`config.mk`:
```
export PLATFORM = sky130hd
export DESIGN_NAME = intercom_arbiter
export DESIGN_NICKNAME = d
export VERILOG_FILES = /design/src/rtl/intercom_pkg.sv /design/src/rtl/rr_picker.sv /design/src/rtl/intercom_arbiter.sv
export SDC_FILE = /design/constraint.sdc
export NUM_CORES = 1
export LEC_CHECK = 0
export BUFFER_PORTS_ARGS = -buffer_cell sky130_fd_sc_hd__buf_2
export CORE_AREA = 4 4 139 141
export DETAILED_ROUTE_END_ITERATION = 10
export DIE_AREA = 0 0 143 145
export HOLD_SLACK_MARGIN = 0.05
export PLACE_DENSITY = 0.55
export SLEW_MARGIN = 20
export SYNTH_ARGS = -nofsm -noshare
export SYNTH_HDL_FRONTEND = slang
export SYNTH_SLANG_ARGS = --single-unit
```
`constraint.sdc`:
```
create_clock -name clk -period 2.9 [get_ports clk]
set_input_delay 0.58 -clock clk [delete_from_list [all_inputs] [get_ports clk]]
set_output_delay 0.58 -clock clk [all_outputs]
set_load 0.01 [all_outputs]
```
`src/rtl/intercom_pkg.sv`:
```
// Shared arbitration types and round-robin sizing helpers for the Intercom
// bus fabric and its requester-side arbiter.
package intercom_pkg;

   typedef enum logic {
      IDLE  = 1'b0,
      OWNED = 1'b1
   } arb_state_e;

   localparam int unsigned RR_MIN_MASTERS = 2;
   localparam int unsigned RR_MAX_MASTERS = 8;

   // Width of a round-robin index able to address n requesters (at least 1 bit).
   function automatic int unsigned rr_idx_w(input int unsigned n);
      return (n <= 2) ? 1 : $clog2(n);
   endfunction

endpackage

```
`src/rtl/rr_picker.sv`:
```
// Combinational round-robin selector: starting just after the previous
// winner, returns the first active request as a one-hot grant plus its index.
module rr_picker
   import intercom_pkg::*;
#(
   parameter int unsigned NUM_REQ = 3,
   parameter int unsigned IDX_W   = rr_idx_w(NUM_REQ)
) (
   input  logic [NUM_REQ-1:0] req_i,
   input  logic [IDX_W-1:0]   last_i,
   output logic [NUM_REQ-1:0] gnt_o,
   output logic [IDX_W-1:0]   idx_o,
   output logic               valid_o
);

   logic [IDX_W-1:0] cand;

   // Scan requests in rotating order last+1 .. last+N (mod N); first hit wins.
   always_comb begin
      // NOTE: every output of this block gets a value before any branch so no latch is inferred.
      gnt_o   = '0;
      idx_o   = '0;
      valid_o = 1'b0;
      cand    = '0;
      for (int off = 1; off <= int'(NUM_REQ); off++) begin
         cand = IDX_W'((int'(last_i) + off) % int'(NUM_REQ));
         if (!valid_o && req_i[cand]) begin
            valid_o     = 1'b1;
            gnt_o[cand] = 1'b1;
            idx_o       = cand;
         end
      end
   end

endmodule

```
`src/rtl/intercom_arbiter.sv`:
```
// Round-robin Wishbone B3 arbiter: one owner at a time, locked for its whole
// cyc burst, with responses routed only to the owner and a stall watchdog.
module intercom_arbiter
   import intercom_pkg::*;
#(
   parameter int unsigned NUM_MASTERS    = 3,
   parameter int unsigned DATA_WIDTH     = 32,
   parameter int unsigned ADDR_WIDTH     = 32,
   parameter int unsigned SELECT_WIDTH   = DATA_WIDTH / 8,
   parameter int unsigned TIMEOUT_CYCLES = 1024
) (
   input  logic                                 clk,
   input  logic                                 rst,
   input  logic [NUM_MASTERS-1:0]               m_cyc_i,
   input  logic [NUM_MASTERS-1:0]               m_stb_i,
   input  logic [NUM_MASTERS-1:0]               m_we_i,
   input  logic [NUM_MASTERS*ADDR_WIDTH-1:0]    m_adr_i,
   input  logic [NUM_MASTERS*DATA_WIDTH-1:0]    m_dat_i,
   input  logic [NUM_MASTERS*SELECT_WIDTH-1:0]  m_sel_i,
   output logic [DATA_WIDTH-1:0]                m_dat_o,
   output logic [NUM_MASTERS-1:0]               m_ack_o,
   output logic [NUM_MASTERS-1:0]               m_err_o,
   output logic                                 s_cyc_o,
   output logic                                 s_stb_o,
   output logic                                 s_we_o,
   output logic [ADDR_WIDTH-1:0]                s_adr_o,
   output logic [DATA_WIDTH-1:0]                s_dat_o,
   output logic [SELECT_WIDTH-1:0]              s_sel_o,
   input  logic [DATA_WIDTH-1:0]                s_dat_i,
   input  logic                                 s_ack_i,
   input  logic                                 s_err_i,
   output logic [NUM_MASTERS-1:0]               grant_o,
   output logic                                 timeout_o
);

   localparam int unsigned LW    = rr_idx_w(NUM_MASTERS);
   localparam int unsigned CW    = (TIMEOUT_CYCLES == 0) ? 1 : $clog2(TIMEOUT_CYCLES + 1);
   localparam bit          WD_EN = (TIMEOUT_CYCLES != 0);
   // The watchdog fires during the stall cycle in which the count would reach the limit.
   localparam logic [CW-1:0] WD_LIMIT = WD_EN ? CW'(TIMEOUT_CYCLES - 1) : '0;
   localparam logic [LW-1:0] LAST_RST = LW'(NUM_MASTERS - 1);

   arb_state_e             state_q, state_d;
   logic [NUM_MASTERS-1:0] grant_q, grant_d;
   logic [LW-1:0]          last_q, last_d;
   logic [CW-1:0]          wd_cnt_q, wd_cnt_d;
   logic                   pend_q, pend_d;        // owner has an unterminated strobe outstanding
   logic                   discard_q, discard_d;  // swallow a response that belongs to an aborted access

   logic [NUM_MASTERS-1:0] pick_gnt;
   logic [LW-1:0]          pick_idx;
   logic                   pick_valid;
   logic                   own_cyc, own_stb;
   logic                   owned, release_now, ack_eff, err_eff, stalled, wd_fire;

   rr_picker #(
      .NUM_REQ (NUM_MASTERS),
      .IDX_W   (LW)
   ) u_picker (
      .req_i   (m_cyc_i),
      .last_i  (last_q),
      .gnt_o   (pick_gnt),
      .idx_o   (pick_idx),
      .valid_o (pick_valid)
   );

   // One-hot AND-OR mux of the owner's request signals onto the slave side.
   always_comb begin
      own_cyc = 1'b0;
      own_stb = 1'b0;
      s_we_o  = 1'b0;
      s_adr_o = '0;
      s_dat_o = '0;
      s_sel_o = '0;
      for (int k = 0; k < int'(NUM_MASTERS); k++) begin
         if (grant_q[k]) begin
            own_cyc = m_cyc_i[k];
            own_stb = m_stb_i[k];
            s_we_o  = m_we_i[k];
            s_adr_o = m_adr_i[k*ADDR_WIDTH +: ADDR_WIDTH];
            s_dat_o = m_dat_i[k*DATA_WIDTH +: DATA_WIDTH];
            s_sel_o = m_sel_i[k*SELECT_WIDTH +: SELECT_WIDTH];
         end
      end
   end

   assign owned       = (state_q == OWNED);
   assign release_now = owned && !own_cyc;
   assign ack_eff     = s_ack_i && !discard_q;
   assign err_eff     = s_err_i && !discard_q;
   assign s_cyc_o     = owned && own_cyc;
   assign stalled     = s_cyc_o && own_stb && !ack_eff && !err_eff;
   assign wd_fire     = WD_EN && stalled && (wd_cnt_q == WD_LIMIT);
   assign s_stb_o     = s_cyc_o && own_stb && !wd_fire;
   assign m_ack_o     = grant_q & m_cyc_i & {NUM_MASTERS{ack_eff}};
   assign m_err_o     = grant_q & m_cyc_i & {NUM_MASTERS{err_eff || wd_fire}};
   assign m_dat_o     = s_dat_i;
   assign timeout_o   = wd_fire;
   assign grant_o     = grant_q;

   // Next-state: grant on request in IDLE, hand off or go idle when the owner drops cyc.
   always_comb begin
      state_d   = state_q;
      grant_d   = grant_q;
      last_d    = last_q;
      wd_cnt_d  = (WD_EN && stalled && !wd_fire) ? wd_cnt_q + CW'(1) : '0;
      pend_d    = stalled && !wd_fire;
      discard_d = release_now && pend_q;
      case (state_q)
         IDLE: begin
            if (pick_valid) begin
               grant_d = pick_gnt;
               last_d  = pick_idx;
               state_d = OWNED;
            end
         end
         OWNED: begin
            if (release_now) begin
               if (pick_valid) begin
                  grant_d = pick_gnt;
                  last_d  = pick_idx;
               end else begin
                  grant_d = '0;
                  state_d = IDLE;
               end
            end
         end
         default: begin
            grant_d = '0;
            state_d = IDLE;
         end
      endcase
   end

   // Arbiter state, registered grant and watchdog, with synchronous reset.
   always_ff @(posedge clk) begin
      // NOTE: state registers use non-blocking assignments so all of them update from the same pre-edge values.
      if (rst) begin
         state_q   <= IDLE;
         grant_q   <= '0;
         last_q    <= LAST_RST;
         wd_cnt_q  <= '0;
         pend_q    <= 1'b0;
         discard_q <= 1'b0;
      end else begin
         state_q   <= state_d;
         grant_q   <= grant_d;
         last_q    <= last_d;
         wd_cnt_q  <= wd_cnt_d;
         pend_q    <= pend_d;
         discard_q <= discard_d;
      end
   end

endmodule

```
==> impl_metrics.env, run 1 <==
export IMPL_synth_mux_area_share_pct=0.755
export IMPL_netlist_area_sq_um=2650
export IMPL_antenna_found_initial=0
export IMPL_fin_crit_ns=2.61
export IMPL_crit_start="m_cyc_i[0]"
export IMPL_tightest_slew_ns=0.726
export IMPL_synth_top_family_by_area="compound AO/OA/AOI/OAI gates"
export IMPL_slew_violations=0
export IMPL_fin_worst_skew_ns=0.00288
export IMPL_initialDrtViolationCount=144
export IMPL_leakagePower_uw=0.00203
export IMPL_max_freq_ghz=0.383
export IMPL_worstSkewPairLatency_ns=0.25
export IMPL_vias=3860
export IMPL_synth_top_area_share_pct=19.8
export IMPL_timing_hold_violations_final=0
export IMPL_timing_rr_end="last_q[0]"
export IMPL_asyncSetResetFlopFracSynth_pct=0
export IMPL_setup_tns_final_ns=0
export IMPL_flow_area_growth_from_synthesis_pct=57.7
export IMPL_placedInstanceArea_sq_um=4100
export IMPL_run_status="complete, no violations"
export IMPL_fp_dieW_microns=143
export IMPL_worst_endpoint_arrival_ns=2.03
export IMPL_num_antenna_cells=0
export IMPL_postSynthCellCount=414
export IMPL_finalCritPeriodShare_pct=90.1
export IMPL_synth_edff_count=0
export IMPL_stdcell_count=884
export IMPL_detail_route_wl_per_cell_microns=15.0
export IMPL_p_per_area_nw_per_um2=710
export IMPL_worst_hold_stages=1
export IMPL_worst_slack_ns=0.287
export IMPL_detailedPlace_worstSlack_ns=0.308
export IMPL_number_of_cell_rows=49
export IMPL_final_cell_area_sq_um=4180
export IMPL_detail_route_first_pass_iterations=5
export IMPL_drc=0
export IMPL_synth_compound_area_share_pct=40.1
export IMPL_clk_path_buf_depth=2
export IMPL_total_global_routing_track_utilization_pct=11.0
export IMPL_grt_ovfl_total=0
export IMPL_synth_xor_area_share_pct=2.64
export IMPL_crit_path_end_kind="primary output"
export IMPL_detailed_route_wl_microns=13300
export IMPL_drtAntennaViolNets=0
export IMPL_timing_setup_critical_path_class="in -> out"
export IMPL_slew_limit_headroom_pct=51.6
export IMPL_synth_top_area_cell="sky130_fd_sc_hd__a22oi_1"
export IMPL_avgSynthCellArea_sq_um=6.40
export IMPL_global_route_wire_length_before_repair_microns=18800
export IMPL_max_vdd_ir_drop_uv=474
export IMPL_cts_hold_buf=0
export IMPL_yosys_area_share_simple_pct=23.8
export IMPL_critPathLaunchType="primary input"
export IMPL_number_of_levels_in_the_clock_h_tree=1
export IMPL_top_level_i_o_count=362
export IMPL_port_buffers=297
export IMPL_mostFrequentLayoutCells="sky130_fd_sc_hd__buf_2, sky130_fd_sc_hd__nand2_1, sky130_fd_sc_hd__o21ai_0"
export IMPL_grt_start_max_net_pins=85
export IMPL_layout_cells_most_common="sky130_fd_sc_hd__buf_2"
export IMPL_top_cells_by_area_synth="sky130_fd_sc_hd__a22oi_1, sky130_fd_sc_hd__dfxtp_1, sky130_fd_sc_hd__o21ai_0"
export IMPL_worstHoldPathType="reg -> reg"
export IMPL_number_of_buffers_inserted_during_clock_tree_synthesis=3
export IMPL_sequential_fraction_of_the_synthesis_area_pct=14.3
export IMPL_path_clk_slew_ns=0.05
export IMPL_cap_violations=0
export IMPL_timing_reg2reg_setup_slack_ns=0.59
export IMPL_worst_r2r_startpoint="last_q[0]"
export IMPL_unrepaired_setup_endpoints_after_global_routing="false"
export IMPL_initial_utilization_pct=14.8
export IMPL_r2r_worst_path_cells=7
export IMPL_cts_tree="built"
export IMPL_min_to="wd_cnt_q[0]"
export IMPL_core_area_sq_um=18000
export IMPL_dominantRegCellSynth="sky130_fd_sc_hd__dfxtp_1"
export IMPL_cts_sink_count=19
export IMPL_cts_resized=0
export IMPL_die_height_microns=145
export IMPL_worstPathMaxFanout=5
export IMPL_fp_dieArea_sq_um=20700
export IMPL_finalSetupViolations=0
export IMPL_postSynthRegisterBits=19
export IMPL_critPathRequiredTime_ns=2.32
export IMPL_first_global_vias=3302
export IMPL_hp_start="wd_cnt_q[0]"
export IMPL_via_per_inst=4.37
export IMPL_nets=910
export IMPL_post_place_cells=880
export IMPL_synth_fa_ha_area_share_pct=2.36
export IMPL_hpwl_microns=11100
export IMPL_postCtsSetupBuffers=0
export IMPL_gp_routability_congestion=0.837
export IMPL_synthesis_yosys_warnings=0
export IMPL_layout_drive_gt1_share_pct=49.2
export IMPL_postSynthNetCount=668
export IMPL_clock_root_buffer="sky130_fd_sc_hd__clkbuf_16"
export IMPL_post_synth_num_cell_types=45
[layer usage]
| layer | GRT usage (%) | vias up | part of all wire [%] |
|---|---|---|---|
| li1 | - | 1938 | - |
| met1 | 14.6 | 1685 | 40 |
| met2 | 19.7 | 223 | 49 |
| met3 | 1.48 | 14 | 10 |
| met4 | 0.951 | 0 | 0.71 |
| met5 | 0 | - | 0 |
[layout make-up]
cell class                      count  area (sq um)
Clock buffer                        4          78.8
Fill cell                        2045         13800
Inverter                           11          42.5
Multi-Input combinational cell    318          1860
Sequential cell                    19           385
Tap cell                          229           287
Timing Repair Buffer              303          1530
[logic make-up after synthesis]
logic type	Yosys count
buf+inv	77
mux	2
xor+xnor	8
flops	19
fa+ha+maj	5
simple gates	140
compound gates	163
[report_power, final]
group / switching, uW / internal (uW)
sequential: 46.6 / 300
clock: 92.2 / 187
combinational: 1420 / 923
total: 1560 / 1410
[synth_stat cells (2+ instances only)]
library cell,count
sky130_fd_sc_hd__nand2_1,85
sky130_fd_sc_hd__nand4_1,2
sky130_fd_sc_hd__nor2_1,16
sky130_fd_sc_hd__and2_1,2
sky130_fd_sc_hd__mux2i_1,2
sky130_fd_sc_hd__nand3_1,5
sky130_fd_sc_hd__nor3_1,4
sky130_fd_sc_hd__o21ai_0,71
sky130_fd_sc_hd__o31ai_1,3
sky130_fd_sc_hd__a21oi_1,4
sky130_fd_sc_hd__and3b_1,2
sky130_fd_sc_hd__a21o_1,2
sky130_fd_sc_hd__dfxtp_1,19
sky130_fd_sc_hd__xor2_1,5
sky130_fd_sc_hd__ha_1,5
sky130_fd_sc_hd__nand2b_1,4
sky130_fd_sc_hd__buf_1,3
sky130_fd_sc_hd__clkbuf_1,26
sky130_fd_sc_hd__nor2_2,7
sky130_fd_sc_hd__and4_1,2
sky130_fd_sc_hd__inv_1,9
sky130_fd_sc_hd__a31oi_1,2
sky130_fd_sc_hd__a22oi_1,70
sky130_fd_sc_hd__buf_2,4
sky130_fd_sc_hd__nor2b_1,5
sky130_fd_sc_hd__o41ai_1,2
sky130_fd_sc_hd__or3_1,2
sky130_fd_sc_hd__xnor2_1,3
sky130_fd_sc_hd__buf_4,32
[per-stage QoR]
step	util (%)	hold WS (ns)	power (uW)
detailed placement	22.8	0.439	2710
global placement	22.8	0.432	2710
floorplan	-	0.417	1810
CTS	23.3	0.448	2990
global route	23.3	0.488	3240
finish	23.3	0.446	2970
[worst max path at each step]
stage | end | slack (ns) | depth (start not counted)
final | m_err_o[1] | 0.29 | 8
after global routing | m_err_o[2] | 0.18 | 8
after CTS | m_err_o[1] | 0.31 | 8
after detailed placement | m_err_o[1] | 0.31 | 8
after global placement | m_err_o[1] | 0.33 | 8
after floorplan | s_stb_o | 0.61 | 6
[state kept, by name (all words and copies together), names as in the netlist]
signal / count
wd_cnt_q: 11
last_q: 2
discard_q: 1
grant_o: 3
owned: 1
pend_q: 1
[worst max-delay path, stage by stage]
cell and delay [ns]:
sky130_fd_sc_hd__buf_2 0.13, sky130_fd_sc_hd__and3b_1 0.18, sky130_fd_sc_hd__o311ai_2 0.41, sky130_fd_sc_hd__clkinv_2 0.19, sky130_fd_sc_hd__o211ai_2 0.12, sky130_fd_sc_hd__o32a_1 0.23, sky130_fd_sc_hd__nor2_1 0.06, sky130_fd_sc_hd__buf_2 0.14
Note: power is estimated with default switching activity, not from simulation.
==> run 2, diff against run 1 <==
--- a/config.mk
+++ b/config.mk
@@ -6,11 +6,13 @@
 export NUM_CORES = 1
 export LEC_CHECK = 0
 export BUFFER_PORTS_ARGS = -buffer_cell sky130_fd_sc_hd__buf_2
-export CORE_AREA = 4 4 139 141
+export CORE_AREA = 4 4 137 139
+export CTS_BUF_LIST = sky130_fd_sc_hd__clkbuf_8
 export DETAILED_ROUTE_END_ITERATION = 10
-export DIE_AREA = 0 0 143 145
+export DIE_AREA = 0 0 141 143
 export HOLD_SLACK_MARGIN = 0.05
-export PLACE_DENSITY = 0.55
+export PLACE_DENSITY = 0.56
+export SETUP_SLACK_MARGIN = 0.3
 export SLEW_MARGIN = 20
 export SYNTH_ARGS = -nofsm -noshare
 export SYNTH_HDL_FRONTEND = slang
==> impl_metrics.env, run 2 (synthesis results as in run 1) <==
export IMPL_run_status="complete, no violations"
export IMPL_gp_routability_congestion=0.770
export IMPL_cpMaxStageDelayCell="sky130_fd_sc_hd__dfxtp_4"
export IMPL_critPathLaunchType="flip-flop"
export IMPL_worst_endpoint_arrival_ns=1.95
export IMPL_layout_drive_gt1_share_pct=50.0
export IMPL_num_antenna_cells=0
export IMPL_grt_ovfl_total=0
export IMPL_finalSetupViolations=0
export IMPL_number_of_levels_in_the_clock_h_tree=1
export IMPL_r2r_worst_path_cells=7
export IMPL_max_freq_ghz=0.395
export IMPL_flow_area_growth_from_synthesis_pct=59.8
export IMPL_clk_path_buf_depth=2
export IMPL_initial_utilization_pct=15.0
export IMPL_regMostFlops="wd_cnt_q"
export IMPL_timing_critical_path_buf_inv=3
export IMPL_worstHoldPathType="reg -> reg"
export IMPL_timing_setup_critical_path_class="reg -> out"
export IMPL_p_per_area_nw_per_um2=709
export IMPL_slew_limit_headroom_pct=52.5
export IMPL_fin_crit_ns=2.53
export IMPL_number_of_cell_rows=49
export IMPL_worstSkewPairLatency_ns=0.26
export IMPL_detail_route_wl_per_cell_microns=15.8
export IMPL_initialDrtViolationCount=214
export IMPL_layout_cells_most_common="sky130_fd_sc_hd__buf_2"
export IMPL_leakagePower_uw=0.00205
export IMPL_number_of_buffers_inserted_during_clock_tree_synthesis=3
export IMPL_post_place_cells=880
export IMPL_worst_path_stages=6
export IMPL_nets=913
export IMPL_finalCritPeriodShare_pct=87.2
export IMPL_vias=3901
export IMPL_antenna_found_initial=0
export IMPL_detailed_route_wl_microns=14100
export IMPL_slew_violations=0
export IMPL_mostFrequentLayoutCells="sky130_fd_sc_hd__buf_2, sky130_fd_sc_hd__nand2_1, sky130_fd_sc_hd__a22oi_1"
export IMPL_tightest_slew_ns=0.712
export IMPL_first_global_vias=3406
export IMPL_cts_sink_count=19
export IMPL_critPathRequiredTime_ns=2.32
export IMPL_grt_start_max_net_pins=84
export IMPL_fillCellCount=2002
export IMPL_worst_hold_stages=1
export IMPL_register_area_sq_um=389
export IMPL_global_route_wire_length_before_repair_microns=18800
export IMPL_via_per_inst=4.40
export IMPL_path_cells="clkbuf_8, nor2b_4, buf_4, a22oi_1, o21ai_0, buf_2"
export IMPL_cts_tree="built"
export IMPL_core_area_sq_um=17700
export IMPL_path_clk_slew_ns=0.08
export IMPL_max_vdd_ir_drop_uv=427
export IMPL_crit_path_max_incr_delay_ns=0.38
export IMPL_worstPathMaxFanout=47
export IMPL_cap_violations=0
export IMPL_timing_critical_path_max_delay_family="buffers and inverters"
export IMPL_unrepaired_setup_endpoints_after_global_routing="true"
export IMPL_total_global_routing_track_utilization_pct=11.5
export IMPL_hpwl_microns=11500
export IMPL_clock_root_buffer="sky130_fd_sc_hd__clkbuf_8"
export IMPL_drc=0
export IMPL_largest_register_ff_count=11
export IMPL_crit_path_end_kind="primary output"
export IMPL_die_height_microns=143
export IMPL_detail_route_first_pass_iterations=4
export IMPL_fp_dieArea_sq_um=20200
export IMPL_port_buffers=297
export IMPL_top_level_i_o_count=362
export IMPL_timing_hold_violations_final=0
export IMPL_multi_input_comb_area_sq_um=1880
export IMPL_fp_dieW_microns=141
export IMPL_setup_tns_final_ns=0
export IMPL_stdcell_count=887
export IMPL_drtAntennaViolNets=0
export IMPL_cts_hold_buf=0
export IMPL_fin_worst_skew_ns=0.00599
[run 2: through the flow]
stage	hold WS [ns]	utilization (%)	power, uW	setup slack (ns)	area (sq um)
after global placement	0.427	23.3	2750	0.323	4110
after detailed placement	0.433	23.3	2760	0.317	4110
final	0.451	24.0	3000	0.370	4240
after floorplan	0.417	-	1810	0.613	2650
after global routing	0.476	24.0	3290	0.272	4240
after CTS	0.449	23.7	2970	0.320	4180
[run 2: path summary, 6_finish.rpt]
check	from	end	slack [ns]
hold reg to reg	wd_cnt_q[0]	wd_cnt_q[0]	0.45
setup / recovery	grant_o[1]	s_adr_o[24]	0.37
setup reg to reg	last_q[0]	last_q[0]	0.59
hold / removal	wd_cnt_q[0]	wd_cnt_q[0]	0.45
[run 2: where the power goes]
group | leakage (uW) | total [uW] | internal [uW] | switching (uW)
clock network | 0.0000217 | 187 | 96.8 | 90.2
logic | 0.00187 | 2460 | 976 | 1490
registers | 0.000156 | 355 | 302 | 53.3
total | 0.00205 | 3000 | 1380 | 1630
[run 2: per-layer routing]
layer  vias up  part of all wire (%)  track usage, %
li1       1951                     -               -
met1      1737                    42            15.7
met2       205                    49            19.7
met3         8                   8.6            2.11
met4         0                  0.57            1.07
met5         -                     0               0
[run 2: area by class of cell]
cell class	instances	area share (%)
Sequential cell	19	9.18
Tap cell	229	6.76
Timing Repair Buffer	306	37.5
Multi-Input combinational cell	318	44.4
Inverter	11	1.00
Clock inverter	1	0.177
Clock buffer	3	0.975
[run 2: repair_timing]
action	CTS	global route
setup buffers	0	2
endpoints found under the hold margin	0	0
gates resized for setup	3	9
gates cloned	0	1
pin swaps	0	1
setup endpoints to repair	8	8
==> run 3, diff against run 2 <==
--- a/config.mk
+++ b/config.mk
@@ -6,12 +6,13 @@
 export NUM_CORES = 1
 export LEC_CHECK = 0
 export BUFFER_PORTS_ARGS = -buffer_cell sky130_fd_sc_hd__buf_2
-export CORE_AREA = 4 4 137 139
+export CORE_AREA = 2 2 139 141
 export CTS_BUF_LIST = sky130_fd_sc_hd__clkbuf_8
 export DETAILED_ROUTE_END_ITERATION = 10
 export DIE_AREA = 0 0 141 143
 export HOLD_SLACK_MARGIN = 0.05
-export PLACE_DENSITY = 0.56
+export PLACE_DENSITY = 0.54
+export REMOVE_ABC_BUFFERS = 1
 export SETUP_SLACK_MARGIN = 0.3
 export SLEW_MARGIN = 20
 export SYNTH_ARGS = -nofsm -noshare
==> impl_metrics.env, run 3 (synthesis results as in run 1) <==
export IMPL_run_status="complete, no violations"
export IMPL_number_of_levels_in_the_clock_h_tree=1
export IMPL_worstPathMaxFanout=8
export IMPL_gp_routability_congestion=0.787
export IMPL_worst_r2r_startpoint="last_q[0]"
export IMPL_worst_hold_stages=1
export IMPL_initialDrtViolationCount=252
export IMPL_mostFrequentLayoutCells="sky130_fd_sc_hd__buf_2, sky130_fd_sc_hd__nand2_1, sky130_fd_sc_hd__o21ai_0"
export IMPL_path_clk_slew_ns=0.07
export IMPL_fin_worst_skew_ns=0.00333
export IMPL_crit_path_end_kind="primary output"
export IMPL_fp_dieW_microns=141
export IMPL_timing_setup_critical_path_class="in -> out"
export IMPL_critPathRequiredTime_ns=2.32
export IMPL_critPathMostFrequentCell="sky130_fd_sc_hd__buf_2"
export IMPL_cpMaxStageDelayCell="sky130_fd_sc_hd__o311ai_4"
export IMPL_largest_register_ff_count=11
export IMPL_finalSetupViolations=0
export IMPL_layout_cells_most_common="sky130_fd_sc_hd__buf_2"
export IMPL_detailed_route_wl_microns=15200
export IMPL_fin_crit_ns=2.52
export IMPL_flow_area_growth_from_synthesis_pct=62.7
export IMPL_path_cells="buf_2, and2_4, o311ai_4, clkinv_2, o211ai_4, o32a_1, nor2_1, buf_2"
export IMPL_global_route_wire_length_before_repair_microns=20700
export IMPL_num_antenna_cells=0
export IMPL_slew_violations=0
export IMPL_cap_violations=0
export IMPL_critPathLaunchType="primary input"
export IMPL_layout_drive_gt1_share_pct=50.7
export IMPL_hp_start="wd_cnt_q[0]"
export IMPL_crit_path_max_incr_delay_ns=0.33
export IMPL_first_global_vias=3445
export IMPL_p_per_area_nw_per_um2=728
export IMPL_timing_rr_end="last_q[0]"
export IMPL_hpwl_microns=12400
export IMPL_post_place_cells=891
export IMPL_worst_endpoint_arrival_ns=1.94
export IMPL_power_total_uw=3140
export IMPL_cts_tree="built"
export IMPL_timing_reg2reg_setup_slack_ns=0.61
export IMPL_die_height_microns=143
export IMPL_drtAntennaViolNets=0
export IMPL_timing_hold_violations_final=0
export IMPL_number_of_cell_rows=50
export IMPL_grt_start_max_net_pins=82
export IMPL_initial_utilization_pct=14.3
export IMPL_tightest_slew_ns=0.706
export IMPL_max_vdd_ir_drop_uv=255
export IMPL_clk_path_buf_depth=2
export IMPL_crit_start="m_cyc_i[1]"
export IMPL_top_level_i_o_count=362
export IMPL_nets=922
export IMPL_max_freq_ghz=0.397
export IMPL_grt_ovfl_total=0
export IMPL_via_per_inst=4.43
export IMPL_clock_root_buffer="sky130_fd_sc_hd__clkbuf_8"
export IMPL_leakagePower_uw=0.00208
export IMPL_detail_route_first_pass_iterations=4
export IMPL_core_area_sq_um=18600
export IMPL_antenna_found_initial=0
export IMPL_slew_limit_headroom_pct=52.9
export IMPL_port_buffers=297
export IMPL_total_global_routing_track_utilization_pct=13.2
export IMPL_hold_slack_ns=0.448
export IMPL_drc=0
export IMPL_min_to="wd_cnt_q[0]"
export IMPL_r2r_worst_path_cells=7
export IMPL_unrepaired_setup_endpoints_after_global_routing="false"
export IMPL_regMostFlops="wd_cnt_q"
export IMPL_worstHoldPathType="reg -> reg"
export IMPL_cts_sink_count=19
export IMPL_vias=3991
export IMPL_cts_hold_buf=0
export IMPL_worstSkewPairLatency_ns=0.26
export IMPL_fp_dieArea_sq_um=20200
export IMPL_finalCritPeriodShare_pct=86.9
export IMPL_number_of_buffers_inserted_during_clock_tree_synthesis=3
export IMPL_stdcell_count=901
export IMPL_detail_route_wl_per_cell_microns=16.9
run 3: changes by cell type in the layout (fill, tap and decap cells not counted), moves of 2 or more:
cell,before,now
sky130_fd_sc_hd__buf_12,1,3
sky130_fd_sc_hd__o21ai_1,5,0
sky130_fd_sc_hd__buf_4,6,15
sky130_fd_sc_hd__o21ai_0,66,71
run 3: stage by stage:
stage | setup WS, ns | TNS, ns | util (%) | area, sq um
after floorplan | -1.66 | -133.55 | - | 2270
after global placement | 0.284 | 0 | 22.4 | 4170
after detailed placement | 0.282 | 0 | 22.4 | 4170
after CTS | 0.320 | 0 | 23.0 | 4270
after global routing | 0.309 | 0 | 23.2 | 4310
final | 0.380 | 0 | 23.2 | 4310
run 3: layer usage:
layer | track usage [%] | routed length [microns]
met4 | 1.26 | 48
met1 | 18.2 | 6780
met3 | 3.62 | 1310
met5 | 0.752 | 0
met2 | 21.3 | 7070
run 3: what timing repair did:
action / CTS / global route
buffers inserted: 3 / 3
pin swaps: 0 / 3
endpoints found under the setup margin: 54 / 6
resized for setup: 2 / 5
run 3: worst max path at each step:
stage                       to  slack, ns  cells past startpoint
floorplan           s_adr_o[0]      -1.66                      3
global placement    m_err_o[0]       0.28                      8
detailed placement  m_err_o[2]       0.28                      8
CTS                 m_err_o[2]       0.32                      7
global route        m_err_o[2]       0.31                      6
finish              m_err_o[2]       0.38                      8
run 3: critical path, delay by kind of cell:
family | cells | cell delay, ns
AO/OA/AOI/OAI | 3 | 0.65
buffers and inverters | 3 | 0.47
AND/OR/NAND/NOR | 2 | 0.23
run 3: cell type report:
class	instances	area [sq um]
Sequential cell	19	389
Fill cell	2132	14300
Timing Repair Buffer	315	1660
Tap cell	234	293
Inverter	11	42.5
Clock inverter	1	7.51
Clock buffer	3	41.3
Multi-Input combinational cell	318	1880
run 3: power by group:
group	internal, uW	switching (uW)
logic	1020	1570
clock network	96.9	90.6
registers	302	57.0
total	1420	1720
